<file path="src/rtl/contador_tempo_bcd.sv">
// Microwave MM:SS BCD countdown timer: keypad entry, 1 s decrement while enabled, tdone at 00:00.
// Latency: digits/state update on the clock edge after the input; zero is combinational from the count.
// Backpressure: none; digit strobes outside ENTRY/DONE are dropped.
module contador_tempo_bcd #(
  parameter int TICK_DIV = 50_000_000,
  parameter int PRESC_W  = 26
) (
  input  logic       clk,
  input  logic       rst,
  input  logic       digit_valid,
  input  logic [3:0] digit,
  input  logic       limpa,
  input  logic       enable,
  output logic [3:0] min_dez,
  output logic [3:0] min_uni,
  output logic [3:0] seg_dez,
  output logic [3:0] seg_uni,
  output logic       zero,
  output logic       rodando,
  output logic       tdone
);

  typedef enum logic [1:0] {ENTRY, RUN, PAUSE, DONE} state_t;

  localparam logic [PRESC_W-1:0] TERM = PRESC_W'(TICK_DIV - 1);

  state_t             state, state_nxt;
  logic [15:0]        cnt, cnt_nxt, cnt_dec;
  logic [PRESC_W-1:0] presc, presc_nxt;
  logic               tdone_nxt;
  logic               digit_ok;

  assign cnt      = {min_dez, min_uni, seg_dez, seg_uni};
  assign zero     = (cnt == 16'h0000);
  assign digit_ok = digit_valid && (digit <= 4'd9);

  // BCD one-second borrow chain; a seconds-tens borrow always reloads 5
  always_comb begin
    cnt_dec = cnt;
    if (seg_uni != 4'd0) begin
      cnt_dec[3:0] = seg_uni - 4'd1;
    end else begin
      cnt_dec[3:0] = 4'd9;
      if (seg_dez != 4'd0) begin
        cnt_dec[7:4] = seg_dez - 4'd1;
      end else begin
        cnt_dec[7:4] = 4'd5;
        if (min_uni != 4'd0) begin
          cnt_dec[11:8] = min_uni - 4'd1;
        end else begin
          cnt_dec[11:8]  = 4'd9;
          cnt_dec[15:12] = min_dez - 4'd1;
        end
      end
    end
  end

  always_comb begin
    state_nxt = state;
    cnt_nxt   = cnt;
    presc_nxt = presc;
    tdone_nxt = tdone;
    if (limpa) begin
      state_nxt = ENTRY;
      cnt_nxt   = 16'h0000;
      presc_nxt = '0;
      tdone_nxt = 1'b0;
    end else begin
      unique case (state)
        ENTRY: begin
          if (digit_ok) cnt_nxt = {cnt[11:0], digit};
          // start decision uses the count before any same-cycle shift
          if (enable && !zero) begin
            state_nxt = RUN;
            presc_nxt = '0;
          end
        end
        RUN, PAUSE: begin
          if (!enable) begin
            state_nxt = PAUSE;
          end else if (presc == TERM) begin
            presc_nxt = '0;
            cnt_nxt   = cnt_dec;
            if (cnt_dec == 16'h0000) begin
              state_nxt = DONE;
              tdone_nxt = 1'b1;
            end else begin
              state_nxt = RUN;
            end
          end else begin
            presc_nxt = presc + 1'b1;
            state_nxt = RUN;
          end
        end
        DONE: begin
          if (digit_ok) begin
            state_nxt = ENTRY;
            cnt_nxt   = {12'h000, digit};
            tdone_nxt = 1'b0;
          end
        end
        default: state_nxt = ENTRY;
      endcase
    end
  end

  always_ff @(posedge clk or posedge rst) begin
    if (rst) begin
      state   <= ENTRY;
      min_dez <= 4'd0;
      min_uni <= 4'd0;
      seg_dez <= 4'd0;
      seg_uni <= 4'd0;
      presc   <= '0;
      tdone   <= 1'b0;
      rodando <= 1'b0;
    end else begin
      state   <= state_nxt;
      min_dez <= cnt_nxt[15:12];
      min_uni <= cnt_nxt[11:8];
      seg_dez <= cnt_nxt[7:4];
      seg_uni <= cnt_nxt[3:0];
      presc   <= presc_nxt;
      tdone   <= tdone_nxt;
      rodando <= (state_nxt == RUN);
    end
  end

endmodule

</file>
<file path="config.mk">
export PLATFORM = sky130hd
export DESIGN_NAME = contador_tempo_bcd
export DESIGN_NICKNAME = d
export VERILOG_FILES = /design/src/rtl/contador_tempo_bcd.sv
export SDC_FILE = /design/constraint.sdc
export NUM_CORES = 1
export LEC_CHECK = 0
export ABC_AREA = 1
export CORE_AREA = 2 2 100 102
export CTS_BUF_LIST = sky130_fd_sc_hd__clkbuf_2
export CTS_CLUSTER_SIZE = 20
export DETAILED_ROUTE_END_ITERATION = 10
export DIE_AREA = 0 0 102 104
export SYNTH_ARGS = -nofsm -noshare
export SYNTH_HDL_FRONTEND = slang
export SYNTH_SLANG_ARGS = --single-unit
</file>
<file path="constraint.sdc">
create_clock -name clk -period 2.7 [get_ports clk]
set_input_delay 0.54 -clock clk [delete_from_list [all_inputs] [get_ports clk]]
set_output_delay 0.54 -clock clk [all_outputs]
set_load 0.02 [all_outputs]
</file>
==> reports/qor.csv, run 1 <==
stage,metric,value,unit
status,status,completed,
floorplanning,width of the die,102,um
pwr,Net Sw Frac,54.29,%
critical_path,FF-to-FF Start,state[0]$_DFF_PP0_,
global_route,largest net degree at the start of global routing,22,
timing,worst rel slew slack,44.30,%
cts,Max H-tree Level,2,
pwr,clock share of power,7.5,%
routing,DRC violations left,0,
timing,f_max,388.4,MHz
timing,Final Max Slew Viols,0,
job,Max Cap Viol,0,
cells_and_area,Non-Filler Instances,600,
critical_path,CP startpoint kind,flop,
timing,Worst-Margin Slew,0.8324,ns
cts,CTS root buffer,clkbuf_2,
yosys,Area contributors post-synth,"dfrtp_1, nand2_1, inv_1",
critical_path,worst path arrival time,2.03,ns
floorplanning,Die Area,0.01061,sq mm
routing,Iter 0 DRT Violations,166,
cells_and_area,Antenna Cells,0,
pwr,pwr dens,1048,mW/mm^2
min_path,worst hold-check path type,input port to asynchronous set/reset pin,
cts,clock buffer count from CTS,5,
cts,Max clock buf depth,2,
cts,Sink Count,46,
floorplanning,Die H,104,um
pwr,worst vdd ir,403.7,uV
floorplanning,initial core utilization,34.15,%
critical_path,cells on worst reg2reg path,8,
cells_and_area,Final Util,38.95,%
floorplanning,# rows,36,
floorplanning,I/O pin cnt,28,
timing,Tcrit/Tclk final,95.36,%
critical_path,CP max FO,7,
yosys,Mapped Cells,436,
yosys,sequential-to-total area share from yosys stat,35.30,%
critical_path,type of the worst setup path,flop to output port,
pwr,Internal Power,1.782,mW
yosys,Yosys reg bits,46,
yosys,Post-synth EDFFs,0,
timing,Layout Skew,0.02652,ns
yosys,"Warnings, synthesis",0,
cells_and_area,Layout area overhead,14.08,%
cts,TritonCTS clock tree,yes,
yosys,dominant cell type by area after synthesis,dfrtp_1,
routing,Post-DRT Antenna Nets,0,
global_route,number of global-route vias before repair,2992,
cts,Worst-Skew Late Latency,0.44,ns
timing,final hold violation count,0,
routing,Avg Vias per Cell,4.985,
yosys,synth cell count leaders,"nand2_1, inv_1, dfrtp_1, nor2_1, nand3_1",
floorplanning,Core Box Area,0.009549,sq mm
pwr,combinational share of power,68.4,%
pwr,Seq pwr share,24.1,%
yosys,Yosys top cell area share,35.30,%
place,RePlAce Congestion,0.8982,
yosys,mapped cell area,0.003261,sq mm
global_route,first-pass GRT wire length,14110,um
place,dpl cells,592,
yosys,Synth cell types,40,
cells_and_area,Nets,484,
place,post-detail-place hpwl,6269,um
timing,minimum clock period after layout,2.575,ns
pwr,Psw,2.116,mW
yosys,Main synth FF type,dfrtp_1,
global_route,total track usage,16.31,%
place,post-placement cell area,0.003666,sq mm
timing,final setup violation count,0,
yosys,Syn Nets,453,
routing,DR WL/cell,13.61,um
critical_path,Worst R2R End,min_dez[1]$_DFFE_PP0P_,
yosys,Async SR Flop Fraction,100.0,%
pwr,Leak,1.581,nW
critical_path,reg2reg setup slack,0.32,ns
timing,Sum Neg Setup Slack,0,ns
routing,WL final,8168,um
place,PortBufs,27,
routing,vias post-DR,2991,
routing,router iterations before antenna repair,4,
cells_and_area,design area,0.003720,sq mm
critical_path,Worst EP required,2.16,ns
global_route,GRT Residual Overflow,0,
critical_path,Crit. End Element,output port,
global_route,initial antenna violation count,0,
yosys,most frequent cell after synthesis,nand2_1,
yosys,Mapped Avg Cell Area,7.479,sq um
cells_and_area,layout cells sized above 1,11.56,%
cts,Worst-path clk slew,0.25,ns
cell usage in the layout (no fill, tap or decap), types with 9 or more instances in the layout:
master	count
nand2_1	88
nor2_1	41
inv_1	59
nand3_1	32
dfrtp_1	46
nand4_1	17
clkdlybuf4s50_1	26
nor3_1	24
o22ai_2	10
a21oi_1	21
o21ai_1	9
o21ai_0	13
cell type report:
cell class | count | area, sq um
fillers | 1029 | 5829
clock buffers | 7 | 35.03
multi-input cells | 315 | 1798
well taps | 133 | 166.4
flip-flops and latches | 46 | 1151
repair buffers | 35 | 329.1
inverters | 64 | 240.2
kinds of logic (layout without fill, tap and decap cells):
| logic type | count (synthesis) | count (layout) | share of synthesized area, % |
|---|---|---|---|
| DFF | 46 | 46 | 35.30 |
| xor gates and xnor gates | 10 | 10 | 2.917 |
| adders and majority gates | 8 | 8 | 3.070 |
| AOI/OAI and AO/OA | 74 | 74 | 15.96 |
| and+or+nand+nor | 223 | 223 | 32.81 |
| buffers and inverters | 75 | 106 | 9.938 |
registers in the layout, indices dropped and copies added, names as in the netlist:
register,cells
rodando,1
seg_uni,4
state,2
presc,26
min_uni,4
tdone,1
seg_dez,4
min_dez,4
layer usage:
metal | wire [um] | vias to the layer above | GRT usage [%]
met5 | 0 | - | 0
met4 | 80 | 0 | 5.048
met3 | 259 | 10 | 2.285
met2 | 3958 | 54 | 25.99
met1 | 3869 | 1412 | 22.77
li1 | - | 1515 | -
power groups by stage:
stage                     combinational (mW)  clock, mW  sequential, mW
after floorplan                         1.89          0            1.05
after global placement                  2.62          0           0.954
after detailed placement                2.63          0           0.957
after CTS                               2.64      0.316           0.938
after global routing                    2.95      0.335           0.960
final                                   2.67      0.294           0.939
worst max-delay path by stage:
stage	from	end	slack (ns)	depth (start not counted)
floorplan	seg_uni[0]$_DFFE_PP0P_	zero	0.65	6
global placement	seg_uni[0]$_DFFE_PP0P_	zero	0.28	7
detailed placement	seg_uni[0]$_DFFE_PP0P_	zero	0.23	7
CTS	seg_uni[1]$_DFFE_PP0P_	zero	0.04	7
global route	seg_uni[1]$_DFFE_PP0P_	zero	-0.002	7
finish	seg_uni[1]$_DFFE_PP0P_	zero	0.13	7
metrics by stage:
step	setup WS [ns]	hold slack, ns	total power, mW
2_1_floorplan	0.6474	0.4993	2.938
3_3_place_gp	0.2830	0.5020	3.574
3_5_place_dp	0.2285	0.5061	3.592
4_1_cts	0.04338	0.3160	3.895
5_1_grt	-0.002232	0.3450	4.244
6_report	0.1252	0.3169	3.898
worst max-delay path, stage by stage (launching register included):
cell and delay (ns):
dfrtp_1 0.47, inv_1 0.16, ha_4 0.21, nand2_4 0.09
nor2_4 0.13, nand2_2 0.09, nor2_1 0.11, dlygate4sd2_1 0.34
repair_timing:
action	in CTS	in global routing
resized for setup	2	1
setup buffers	1	0
hold buffers	0	0
endpoints found under the setup margin	1	1
pin swaps	0	0
Power figures use the tool's default switching activity.
==> inputs of run 2 (changes only) <==
--- a/config.mk
+++ b/config.mk
@@ -6,11 +6,11 @@
 export NUM_CORES = 1
 export LEC_CHECK = 0
 export ABC_AREA = 1
-export CORE_AREA = 2 2 100 102
+export CORE_AREA = 2 2 85 120
 export CTS_BUF_LIST = sky130_fd_sc_hd__clkbuf_2
 export CTS_CLUSTER_SIZE = 20
 export DETAILED_ROUTE_END_ITERATION = 10
-export DIE_AREA = 0 0 102 104
+export DIE_AREA = 0 0 87 122
 export SYNTH_ARGS = -nofsm -noshare
 export SYNTH_HDL_FRONTEND = slang
 export SYNTH_SLANG_ARGS = --single-unit
==> reports/qor.csv, run 2 (same netlist as run 1, synthesis figures left out) <==
stage,metric,value,unit,change
status,status,completed,,
timing,Layout Skew,0.02908,ns,+0.002562 ns
min_path,worst hold-check path type,input port to asynchronous set/reset pin,,
place,RePlAce Congestion,0.8913,,-0.77%
global_route,total track usage,17.38,%,+1.1 points
cts,cts hold-fix bufs,0,,unchanged
cells_and_area,layout cells sized above 1,12.74,%,+1.2 points
cells_and_area,Antenna Cells,0,,unchanged
critical_path,Crit. End Element,output port,,
pwr,worst vdd ir,294.5,uV,-27%
cts,TritonCTS clock tree,yes,,
timing,worst rel slew slack,58.84,%,+15 points
routing,vias post-DR,3110,,+4.0%
cells_and_area,fillers,976,,-5.2%
job,Max Cap Viol,0,,unchanged
timing,final setup violation count,0,,unchanged
global_route,initial antenna violation count,0,,unchanged
cts,Sink Count,46,,unchanged
place,post-detail-place hpwl,6640,um,+5.9%
cts,Max clock buf depth,2,,unchanged
floorplanning,Die H,122,um,+17%
critical_path,cells on worst reg2reg path,12,,+4
place,dpl ws,0.1617,ns,-0.06678 ns
cts,Worst-path clk slew,0.28,ns,+0.03 ns
place,dpl cells,572,,-3.4%
floorplanning,initial core utilization,33.86,%,-0.29 points
critical_path,worst path arrival time,2.01,ns,-0.02 ns
cells_and_area,Largest register FFs,26,,unchanged
cells_and_area,Layout area overhead,15.00,%,
floorplanning,I/O pin cnt,28,,unchanged
cts,CTS root buffer,clkbuf_2,,
critical_path,CP startpoint kind,flop,,
global_route,GRT Residual Overflow,0,,unchanged
routing,Iter 0 DRT Violations,135,,-19%
routing,DR WL/cell,14.87,um,+9.3%
critical_path,Worst EP required,2.16,ns,about the same
timing,Sum Neg Setup Slack,0,ns,unchanged
routing,WL final,8672,um,+6.2%
timing,Final Max Slew Viols,0,,unchanged
global_route,first-pass GRT wire length,14820,um,+5.0%
cells_and_area,Nets,487,,+0.62%
timing,RSZ-0062 raised after global routing,no,,
timing,final hold violation count,0,,unchanged
pwr,pwr dens,1087,mW/mm^2,+3.7%
cells_and_area,area of the multi-input gates,0.001798,sq mm,unchanged
cells_and_area,Reg area,0.001152,sq mm,+0.11%
floorplanning,width of the die,87,um,-15%
cells_and_area,"commonest non-fill, non-tap cell in the layout",nand2_1,,
critical_path,CP max FO,7,,unchanged
cells_and_area,Largest Register,presc,,
timing,"Worst Setup Slack, final",0.1532,ns,+0.02801 ns
timing,f_max,392.6,MHz,+1.1%
timing,Worst-Margin Slew,0.6160,ns,-0.2164 ns
critical_path,type of the worst setup path,flop to output port,,
routing,Post-DRT Antenna Nets,0,,unchanged
cells_and_area,most frequent cells in the layout,"nand2_1, inv_1, dfrtp_1",,
routing,Avg Vias per Cell,5.334,,+7.0%
floorplanning,# rows,43,,+19%
cts,clock buffer count from CTS,5,,unchanged
place,PortBufs,27,,unchanged
routing,DRC violations left,0,,unchanged
global_route,largest net degree at the start of global routing,22,,unchanged
routing,router iterations before antenna repair,4,,unchanged
cells_and_area,Non-Filler Instances,583,,-2.8%
cts,Worst-Skew Late Latency,0.46,ns,+0.02 ns
timing,Tcrit/Tclk final,94.33,%,-1.0 points
cts,Max H-tree Level,2,,unchanged
timing,minimum clock period after layout,2.547,ns,-0.02801 ns
global_route,number of global-route vias before repair,3217,,+7.5%
pwr,Leak,1.606,nW,+1.6%
floorplanning,Die Area,0.01061,sq mm,about the same
floorplanning,Core Box Area,0.009630,sq mm,+0.85%
[run 2: timing repair]
item / 4_1_cts / 5_1_grt
resized for setup: 5 / 1
setup buffers: 0 / 3
setup endpoints to repair: 1 / 1
pin swaps: 0 / 0
[run 2: final cells by class]
cell class	count	area share (%)
Clock buffer	5	0.6673
Clock inverter	3	1.068
Inverter	64	6.406
Multi-Input combinational cell	315	47.95
Sequential cell	46	30.73
Tap cell	112	3.737
Timing Repair Buffer	38	9.443
[run 2: critical path, cell delays in order (launching register included)]
cell	delay (ns)
dfrtp_1	0.48
inv_1	0.14
ha_4	0.21
nand2_4	0.09
nor2_4	0.14
nand2_2	0.10
nor2_1	0.12
clkdlybuf4s15_2	0.27
[run 2: metrics by stage]
step           instance area, sq um  hold WS [ns]  total power [mW]  util [%]
2_1_floorplan                  3261        0.4993             2.938         -
3_3_place_gp                   3647        0.5106             3.608     37.87
3_5_place_dp                   3647        0.5069             3.633     37.87
4_1_cts                        3717        0.2825             4.048     38.60
5_1_grt                        3750        0.2884             4.441     38.94
6_report                       3750        0.3013             4.074     38.94
[run 2: worst paths after layout]
path | startpoint | endpoint | slack, ns
min in group clk | tdone$_DFFE_PP0P_ | tdone$_DFFE_PP0P_ | 0.57
worst min register to register | tdone$_DFFE_PP0P_ | tdone$_DFFE_PP0P_ | 0.57
worst min-delay path | rst | presc[6]$_DFFE_PP0P_ | 0.30
worst max register to register | state[1]$_DFF_PP0_ | presc[20]$_DFFE_PP0P_ | 0.38
max in group asynchronous | rst | presc[17]$_DFFE_PP0P_ | 1.83
worst max-delay path | seg_uni[1]$_DFFE_PP0P_ | zero | 0.15
[run 2: report_power, final]
| group | total, mW | leakage (nW) | internal (mW) | switching, mW |
|---|---|---|---|---|
| clock network | 0.406 | 0.0427 | 0.153 | 0.253 |
| registers | 0.949 | 0.632 | 0.809 | 0.140 |
| logic | 2.72 | 0.932 | 0.938 | 1.78 |
[run 2: metal layers]
layer  GRT usage, %  wire length, um  vias up
li1               -                -     1522
met1          18.96             3456     1473
met2          31.77             4548       85
met3          2.710              280       30
met4          8.789              386        0
met5              0                0        -
==> inputs of run 3 (changes only) <==
--- a/config.mk
+++ b/config.mk
@@ -5,12 +5,12 @@
 export SDC_FILE = /design/constraint.sdc
 export NUM_CORES = 1
 export LEC_CHECK = 0
-export ABC_AREA = 1
-export CORE_AREA = 2 2 85 120
+export CORE_AREA = 2 2 82 115
 export CTS_BUF_LIST = sky130_fd_sc_hd__clkbuf_2
 export CTS_CLUSTER_SIZE = 20
 export DETAILED_ROUTE_END_ITERATION = 10
-export DIE_AREA = 0 0 87 122
+export DIE_AREA = 0 0 84 117
+export DONT_BUFFER_PORTS = 1
 export SYNTH_ARGS = -nofsm -noshare
 export SYNTH_HDL_FRONTEND = slang
 export SYNTH_SLANG_ARGS = --single-unit
==> reports/qor.csv, run 3 <==
stage,metric,value,unit,change
pwr,combinational share of power,63.7,%,-3.0 points
timing,final setup violation count,1,,+1
yosys,Synth cell types,58,,+45%
global_route,number of global-route vias before repair,2784,,-13%
place,post-placement cell area,0.003332,sq mm,-8.6%
pwr,Psw,1.601,mW,-26%
critical_path,reg2reg setup slack,0.06,ns,-0.32 ns
cts,Sink Count,46,,unchanged
floorplanning,Die Area,0.009828,sq mm,-7.4%
critical_path,Worst R2R End,presc[24]$_DFFE_PP0P_,,
timing,final hold violation count,0,,unchanged
cts,CTS root buffer,clkbuf_2,,
global_route,largest net degree at the start of global routing,25,,+14%
yosys,Async SR Flop Fraction,100.0,%,unchanged
min_path,hold path endpoint,min_dez[1]$_DFFE_PP0P_,,
floorplanning,# rows,41,,-4.7%
timing,f_max,360.6,MHz,-8.2%
critical_path,Crit. End Element,output port,,
cells_and_area,most frequent cells in the layout,"nor2_1, dfrtp_1, nand2_1, buf_4, a21oi_1",,
critical_path,CP startpoint kind,flop,,
cells_and_area,Layout area overhead,15.58,%,
critical_path,CP max FO,2,,-5
critical_path,worst path arrival time,2.23,ns,+0.22 ns
timing,Layout Skew,0.03070,ns,+0.001620 ns
pwr,clock share of power,10.3,%,+0.3 points
routing,vias post-DR,2770,,-11%
cells_and_area,Largest Register,presc,,
yosys,Post-synth EDFFs,0,,unchanged
yosys,Mapped Cells,356,,-18%
yosys,sequential-to-total area share from yosys stat,38.22,%,+2.9 points
pwr,Leak,1.373,nW,-15%
yosys,Yosys top cell area share,38.22,%,+2.9 points
pwr,pwr dens,942.1,mW/mm^2,-13%
min_path,worst hold-check path type,input port to flop,,
yosys,mapped cell area,0.003012,sq mm,-7.6%
cts,Max H-tree Level,2,,unchanged
routing,router iterations before antenna repair,4,,unchanged
timing,minimum clock period after layout,2.773,ns,+0.2262 ns
yosys,Area contributors post-synth,"dfrtp_1, nor2_1, xnor2_1",,
global_route,total track usage,17.50,%,+0.12 points
yosys,most frequent cell after synthesis,nor2_1,,
routing,DR WL/cell,17.08,um,+15%
timing,"Worst Setup Slack, final",-0.07304,ns,-0.2262 ns
yosys,dominant cell type by area after synthesis,dfrtp_1,,
critical_path,"Max stage delay cell, worst path",or4b_4,,
yosys,synth cell count leaders,"nor2_1, dfrtp_1, nand2_1, a21oi_1, inv_1",,
critical_path,Worst EP required,2.16,ns,about the same
place,PortBufs,0,,-100%
routing,DRC violations left,0,,unchanged
floorplanning,Die H,117,um,-4.1%
job,Max Cap Viol,0,,unchanged
timing,Final Max Slew Viols,0,,unchanged
yosys,Mapped Avg Cell Area,8.460,sq um,+13%
floorplanning,I/O pin cnt,28,,unchanged
cts,clock buffer count from CTS,5,,unchanged
cts,Max clock buf depth,2,,unchanged
timing,worst rel slew slack,60.92,%,+2.1 points
critical_path,FF-to-FF Start,seg_uni[0]$_DFFE_PP0P_,,
cts,Worst-path clk slew,0.28,ns,about the same
place,RePlAce Congestion,0.8321,,-6.6%
timing,RSZ-0062 raised after global routing,yes,,
global_route,first-pass GRT wire length,13720,um,-7.4%
global_route,initial antenna violation count,0,,unchanged
cells_and_area,Largest register FFs,26,,unchanged
critical_path,max incr delay on CP,0.50,ns,+0.02 ns
routing,Post-DRT Antenna Nets,0,,unchanged
cts,Worst-Skew Late Latency,0.48,ns,+0.02 ns
timing,Worst-Margin Slew,0.5817,ns,-0.03430 ns
cells_and_area,Antenna Cells,0,,unchanged
critical_path,cells on worst reg2reg path,9,,-3
cells_and_area,Non-Filler Instances,496,,-15%
status,status,finished with violations,,
yosys,"Warnings, synthesis",0,,unchanged
pwr,Net Sw Frac,48.83,%,-4.5 points
yosys,Main synth FF type,dfrtp_1,,
routing,WL final,8471,um,-2.3%
timing,Tcrit/Tclk final,102.7,%,+8.4 points
pwr,Seq pwr share,25.9,%,+2.6 points
pwr,Final Power,3.279,mW,-20%
place,dpl cells,480,,-16%
floorplanning,initial core utilization,33.93,%,+0.078 points
floorplanning,Core Box Area,0.008875,sq mm,-7.8%
min_path,Hold Startpoint,limpa,,
pwr,worst vdd ir,680.5,uV,+130%
cells_and_area,layout cells sized above 1,19.02,%,+6.3 points
min_path,Hold Path Depth,1,,
global_route,GRT Residual Overflow,0,,unchanged
place,post-detail-place hpwl,6076,um,-8.5%
routing,Iter 0 DRT Violations,212,,+57%
routing,Avg Vias per Cell,5.585,,+4.7%
floorplanning,width of the die,84,um,-3.4%
critical_path,cells along the critical path,inv_2 > ha_1 > or4b_4 > nor4_4 > and4b_2 > buf_6,,
critical_path,type of the worst setup path,flop to output port,,
yosys,Yosys reg bits,46,,unchanged
cells_and_area,Nets,405,,-17%
cts,TritonCTS clock tree,yes,,
pwr,Internal Power,1.678,mW,-12%
status,failing checks,setup timing,,
cells_and_area,"commonest non-fill, non-tap cell in the layout",nor2_1,,
cells_and_area,design area,0.003481,sq mm,-7.2%
yosys,Syn Nets,373,,-18%
-- run 3: cell count changes after synthesis, moves of 9 or more --
| cell | before | now |
|---|---|---|
| xnor2_1 | 3 | 17 |
| inv_1 | 60 | 21 |
| nand2_1 | 88 | 36 |
| nand3_1 | 32 | 13 |
| o21ai_1 | 9 | 0 |
| o22ai_2 | 10 | 0 |
| nand4_1 | 17 | 3 |
-- run 3: repair_timing --
action                                 4_1_cts  5_1_grt
gates cloned                                 0        2
hold buffers                                 1        0
gates resized for setup                      4        5
pin swaps                                    1        7
setup endpoints to repair                   10       17
endpoints found under the hold margin        9        0
setup buffers                                2        3
-- run 3: layout make-up --
type / count / area [sq um]
clock buffers: 5 / 25.02
well taps: 107 / 133.9
multi-input cells: 273 / 1729
clock inverters: 3 / 23.77
fillers: 918 / 5394
inverters: 21 / 78.83
flip-flops and latches: 46 / 1156
repair buffers: 41 / 334.1
-- run 3: metal layers --
layer / GRT usage [%] / up-vias / part of all wire, %
met2: 35.04 / 50 / 56
met5: 0 / - / 0
met3: 3.506 / 9 / 4.0
li1: - / 1334 / -
met4: 4.516 / 0 / 1.2
met1: 18.65 / 1377 / 39
-- run 3: cells by family (layout without fill, tap and decap cells) --
group           count (synthesis)  in the layout  synth area share (%)
simple gates                  152            152                 25.80
buf+inv                        39             70                 5.775
xor+xnor                       22             22                 6.398
flops                          46             46                 38.22
compound gates                 86             88                 19.49
mux                             3              3                0.9971
fa+ha+maj                       8              8                 3.324
-- run 3: power by group through the flow --
stage                     Combinational [mW]  Sequential [mW]  Clock [mW]
final                                   2.09            0.850       0.339
after global routing                    2.28            0.862       0.372
after CTS                               1.98            0.850       0.347
after detailed placement                1.92            0.862           0
after global placement                  1.90            0.860           0
after floorplan                         1.25            0.973           0
-- run 3: critical path, delay by kind of cell (launching register included) --
kind | cells | cell delay [ns]
buffers and inverters | 2 | 0.19
AND/OR/NAND/NOR | 3 | 0.96
flip-flops | 1 | 0.48
adder cells (fa/ha/maj) | 1 | 0.15
-- run 3: worst max path at each step --
stage                                 from                     end  slack [ns]  cells past startpoint
floorplan           min_dez[0]$_DFFE_PP0P_   presc[16]$_DFFE_PP0P_        0.01                     10
global placement     presc[10]$_DFFE_PP0P_  seg_uni[1]$_DFFE_PP0P_        0.05                      6
detailed placement   presc[10]$_DFFE_PP0P_  seg_uni[1]$_DFFE_PP0P_        0.02                      6
CTS                 seg_uni[1]$_DFFE_PP0P_                    zero       -0.09                      6
global route        seg_uni[0]$_DFFE_PP0P_                    zero       -0.16                      6
finish              seg_uni[0]$_DFFE_PP0P_                    zero       -0.07                      6
-- run 3: through the flow --
stage          utilization, %  hold slack [ns]  setup slack, ns  TNS [ns]
2_1_floorplan               -           0.4900          0.01191         0
3_3_place_gp            37.54           0.3626          0.05249         0
3_5_place_dp            37.54           0.3705          0.01661         0
4_1_cts                 38.52          0.04459         -0.09383  -0.09383
5_1_grt                 39.22          0.03361          -0.1551   -0.1551
6_report                39.22          0.07861         -0.07304  -0.07304
